$ cat config.mk
export PLATFORM = sky130hd
export DESIGN_NAME = nibble_serial_sub
export DESIGN_NICKNAME = d
export VERILOG_FILES = /design/src/rtl/nibble_serial_sub_pkg.sv /design/src/rtl/nibble_sub4.sv /design/src/rtl/nibble_serial_sub.sv
export SDC_FILE = /design/constraint.sdc
export NUM_CORES = 1
export LEC_CHECK = 0
export ABC_AREA = 1
export CORE_MARGIN = 2
export CORE_UTILIZATION = 40
export CTS_CLUSTER_SIZE = 14
export DETAILED_ROUTE_END_ITERATION = 12
export HOLD_SLACK_MARGIN = 0.03
export MAX_ROUTING_LAYER = met4
export PLACE_DENSITY = 0.69
export SYNTH_ARGS = -nofsm -noshare
export SYNTH_HDL_FRONTEND = slang
export SYNTH_SLANG_ARGS = --single-unit
$ cat constraint.sdc
create_clock -name clk -period 4.2 [get_ports clk]
set_clock_uncertainty 0.2 [all_clocks]
set_input_delay 1.26 -clock clk [delete_from_list [all_inputs] [get_ports clk]]
set_output_delay 1.26 -clock clk [all_outputs]
set_load 0.02 [all_outputs]
$ cat src/rtl/nibble_serial_sub_pkg.sv
// rtl/nibble_serial_sub_pkg.sv - shared state encoding and nibble width for the serial subtractor
package nibble_serial_sub_pkg;

  localparam int NIB_W = 4;

  typedef enum logic [1:0] {
    IDLE = 2'd0,
    RUN  = 2'd1,
    DONE = 2'd2
  } state_t;

endpackage

$ cat src/rtl/nibble_sub4.sv
// rtl/nibble_sub4.sv - combinational 4-bit subtract slice, lookahead P/G form on complemented b
module nibble_sub4 (
  input  logic [3:0] a,
  input  logic [3:0] b,
  input  logic       cin,
  output logic [3:0] s,
  output logic       cout
);

  logic [3:0] g;
  logic [3:0] p;
  logic       c1;
  logic       c2;
  logic       c3;
  logic       c4;

  // Subtraction is a + ~b + cin, so generate/propagate use the complemented subtrahend.
  assign g = a & ~b;
  assign p = a ^ ~b;

  assign c1 = g[0] | (p[0] & cin);
  assign c2 = g[1] | (p[1] & g[0]) | (p[1] & p[0] & cin);
  assign c3 = g[2] | (p[2] & g[1]) | (p[2] & p[1] & g[0]) | (p[2] & p[1] & p[0] & cin);
  assign c4 = g[3] | (p[3] & g[2]) | (p[3] & p[2] & g[1]) | (p[3] & p[2] & p[1] & g[0])
            | (p[3] & p[2] & p[1] & p[0] & cin);

  assign s    = p ^ {c3, c2, c1, cin};
  assign cout = c4;

endmodule

$ cat src/rtl/nibble_serial_sub.sv
// rtl/nibble_serial_sub.sv - nibble-serial subtractor D = x - y - bin with start/done handshake
module nibble_serial_sub
  import nibble_serial_sub_pkg::*;
#(
  parameter int WIDTH = 16
) (
  input  logic             clk,
  input  logic             rst,
  input  logic             start,
  input  logic [WIDTH-1:0] x,
  input  logic [WIDTH-1:0] y,
  input  logic             bin,
  output logic             busy,
  output logic             done,
  output logic [WIDTH-1:0] D,
  output logic             bout,
  output logic             ovf
);

  localparam int NIBS  = WIDTH / NIB_W;
  localparam int IDX_W = (NIBS > 1) ? $clog2(NIBS) : 1;
  localparam logic [IDX_W-1:0] LAST = IDX_W'(NIBS - 1);

  state_t               state;
  state_t               next_state;
  logic [WIDTH-1:0]     xs;
  logic [WIDTH-1:0]     ys;
  logic [WIDTH-1:0]     res;
  logic [WIDTH+NIB_W-1:0] res_cat;
  logic                 xmsb;
  logic                 ymsb;
  logic                 c;
  logic [IDX_W-1:0]     idx;
  logic [NIB_W-1:0]     s;
  logic                 cout;

  // Operands shift right each RUN cycle, so the slice always sees the current nibble at [3:0].
  nibble_sub4 u_slice (
    .a    (xs[NIB_W-1:0]),
    .b    (ys[NIB_W-1:0]),
    .cin  (c),
    .s    (s),
    .cout (cout)
  );

  assign res_cat = {s, res};

  always_comb begin
    next_state = state;
    case (state)
      IDLE:    if (start) next_state = RUN;
      RUN:     if (idx == LAST) next_state = DONE;
      DONE:    next_state = IDLE;
      default: next_state = IDLE;
    endcase
  end

  always_ff @(posedge clk) begin
    if (rst) begin
      state <= IDLE;
      busy  <= 1'b0;
      done  <= 1'b0;
      xs    <= '0;
      ys    <= '0;
      res   <= '0;
      xmsb  <= 1'b0;
      ymsb  <= 1'b0;
      c     <= 1'b0;
      idx   <= '0;
      D     <= '0;
      bout  <= 1'b0;
      ovf   <= 1'b0;
    end else begin
      state <= next_state;
      busy  <= (next_state != IDLE);
      done  <= (next_state == DONE);
      case (state)
        IDLE: begin
          if (start) begin
            xs   <= x;
            ys   <= y;
            xmsb <= x[WIDTH-1];
            ymsb <= y[WIDTH-1];
            c    <= ~bin;
            idx  <= '0;
            res  <= '0;
          end
        end
        RUN: begin
          xs  <= xs >> NIB_W;
          ys  <= ys >> NIB_W;
          res <= res_cat[WIDTH+NIB_W-1:NIB_W];
          c   <= cout;
          idx <= idx + 1'b1;
          // The final nibble's top bit is the result sign, used for overflow.
          if (idx == LAST) begin
            D    <= res_cat[WIDTH+NIB_W-1:NIB_W];
            bout <= ~cout;
            ovf  <= (xmsb != ymsb) && (s[NIB_W-1] != xmsb);
          end
        end
        default: ;
      endcase
    end
  end

endmodule
==> out/summary.txt <==
==================================================================================================
Clock insertion delay at the later pin of the skew report                                  0.34 ns
Most area-consuming cells after synthesis                                             dfxtp_1 (49%), nand2_1 (11%), o21ai_0 (8.1%)
Startpoint type of the worst setup path                                               primary input
Via density per instance                                                                      4.69
Setup Fix Bufs, Post-CTS                                                                         0
Data arrival time of the critical path                                                     2.91 ns
Global-route wire length before repair                                                    10500 µm
Design Area, Final                                                                     0.00364 mm²
Largest net degree at the start of global routing                                               57
GRT Overall Usage                                                                            0.175
Number of slew-limit violations in the final report                                              0
Critical path capture point type                                                         flip-flop
Post-Place Cell Area                                                                   0.00347 mm²
Status                                                                                finished clean
Area share of the largest cell type after synthesis                                          0.489
Final core utilization                                                                       0.510
Hold Path Cell Cnt                                                                               2
Number of antenna diodes                                                                         0
Hold Worst Slack                                                                          0.258 ns
Cell Count Post-Placement                                                                      505
Headroom to the max-slew limit                                                               0.396
Final Hold Vio Count                                                                             0
Crit Path Class                                                                          in -> reg
R2r worst-path depth                                                                             7
Area used by sequential logic in the layout                                            0.00142 mm²
Synthesis warning total                                                                          0
Classification of the worst-slack hold path                                             reg -> reg
Cell accounting for the most synthesized area                                              dfxtp_1
Vias in the first global route                                                                2315
Predominant post-synthesis flop cell                                                       dfxtp_1
Crit Path Max Fanout                                                                            34
Final Wtd Congestion                                                                         0.794
RSZ-0062 raised after global routing                                                         false
Num CTS Buffers                                                                                  9
TritonCTS clock tree                                                                          done
Max clock buf depth                                                                              2
Port-buffer cells                                                                               55
Area growth from synthesis to layout                                                         25.3%
Most frequent cells after synthesis                                                   nand2_1 (88), dfxtp_1 (71), o21ai_0 (47), inv_1 (38), nand3_1 (32)
Share of final-layout standard cells stronger than drive strength 1                         0.0735
Share of synthesized area occupied by flip-flops and latches                                 0.489
Horizontal die dimension                                                                   89.2 µm
Setup TNS Final                                                                               0 ns
Count of flip-flops with a built-in enable after synthesis                                       0
Footprint of the multi-input gates                                                     0.00119 mm²
Antenna-violating nets left                                                                      0
CORE AREA                                                                              0.00714 mm²
Number of antenna violations at the first check in global routing                                0
Overall via count from detail_route                                                           2445
Clock transition time at the flip-flop clock pins of the worst setup and hold paths        0.08 ns
Total die area                                                                         0.00796 mm²
Number of clock sinks seen by CTS                                                               71
Max Freq                                                                                   353 MHz
Data required time at the worst endpoint                                                   4.27 ns
Final Routed Wirelength                                                                    6210 µm
#FFs+latches synth                                                                              71
Clock H-tree levels                                                                              3
Io pins                                                                                         56
Remaining routing DRC violations                                                                 0
Crit path time final                                                                       2.83 ns
Post-synth ARST share                                                                            0
Die outline height                                                                         89.2 µm
Cell count after synthesis                                                                     370
Total leakage power                                                                        1.42 nW
Final HPWL from detailed placement                                                         4300 µm
Share of the cycle needed by the critical path after routing                                 0.675
Standard-cell row count                                                                         31
CTS Hold Bufs                                                                                    0
Non-filler cells, final                                                                        521
Power per Cell Area                                                                     380 mW/mm²
WL per Instance                                                                            11.9 µm
Worst slew pin tran                                                                       0.903 ns
FILL cells                                                                                     704
Effective utilization at floorplan                                                           0.407
Total grt overflow                                                                               0
Synthesized net count                                                                          412
Distinct cell type count of the synthesized netlist                                             31
Post-Syn Area per Cell                                                                    7.85 µm²
# setup viols final                                                                              0
# Max-Cap Violations                                                                             0
Worst supply voltage drop on vdd                                                          0.167 mV
DRC violation total after the first TritonRoute iteration                                      136
Resized Gates After CTS                                                                          0
Clock root buffer                                                                         clkbuf_8
Final nets                                                                                     459
TritonRoute pass-1 iters                                                                         5
Count leader, synth                                                                        nand2_1
Total standard cell area after synthesis                                               0.00291 mm²
==================================================================================================
power breakdown:
group	internal [mW]	switching, mW	leakage [nW]
combinational	0.0771	0.110	0.757
clock	0.214	0.265	0.0854
sequential	0.705	0.0130	0.579
stage by stage:
step,power (mW),setup WS (ns)
global route,1.45,1.21
finish,1.38,1.37
CTS,1.39,1.37
floorplan,0.858,1.98
global placement,0.919,1.05
detailed placement,0.921,1.00
final timing paths:
kind	startpoint	to	slack (ns)
setup / recovery	rst	c	1.37
hold / removal	res[9]	D[5]	0.26
setup reg to reg	state[1]	ys[2]	1.74
hold reg to reg	res[9]	D[5]	0.26
flip-flops by register name, indices dropped and copies added (netlist names):
register	flops
idx	2
res	12
busy	1
xs	16
bout	1
done	1
D	16
ovf	1
ys	16
state	2
ymsb	1
xmsb	1
c	1
placed cells by master, fill, tap and decap left out, drive strengths merged:
| master | n |
|---|---|
| o32ai | 8 |
| dfxtp | 71 |
| or2 | 1 |
| a21oi | 14 |
| o211ai | 1 |
| ha | 5 |
| fa | 1 |
| o21bai | 1 |
| nand2 | 91 |
| nand3 | 32 |
| clkinvlp | 2 |
| xnor2 | 1 |
| nand3b | 1 |
| clkdlybuf4s50 | 55 |
| o31ai | 2 |
| buf | 2 |
| o22ai | 1 |
| o21a | 2 |
| a22oi | 1 |
| o21ai | 54 |
| nand4 | 1 |
| inv | 46 |
| nor2 | 15 |
| xor2 | 1 |
| clkbuf | 9 |
| clkinv | 4 |
metal layers:
metal,track usage,share of wire,vias up
met3,0.0305,0.040,13
met2,0.259,0.44,51
met5,-,0,-
met1,0.233,0.49,1083
met4,0.0828,0.026,0
li1,-,-,1298
kinds of logic (layout without fill, tap and decap cells):
family / after synthesis / in the layout / synth area share
and+or+nand+nor: 141 / 141 / 0.209
DFF: 71 / 71 / 0.489
adders and majority gates: 6 / 6 / 0.0284
AOI/OAI and AO/OA: 84 / 84 / 0.165
buffers and inverters: 66 / 118 / 0.102
xor gates and xnor gates: 2 / 2 / 0.00603
layout make-up:
type,instances,share of cell area
Inverter,45,0.0471
Tap cell,99,0.0340
Sequential cell,71,0.390
Multi-Input combinational cell,233,0.326
Clock inverter,7,0.0131
Timing Repair Buffer,57,0.155
Clock buffer,9,0.0340
critical path, stage by stage:
cell	delay [ns]
clkdlybuf4s50_1	0.43
inv_2	0.42
nand2_1	0.22
inv_2	0.33
nand2_1	0.11
o22ai_2	0.12
Power figures use the tool's default switching activity.
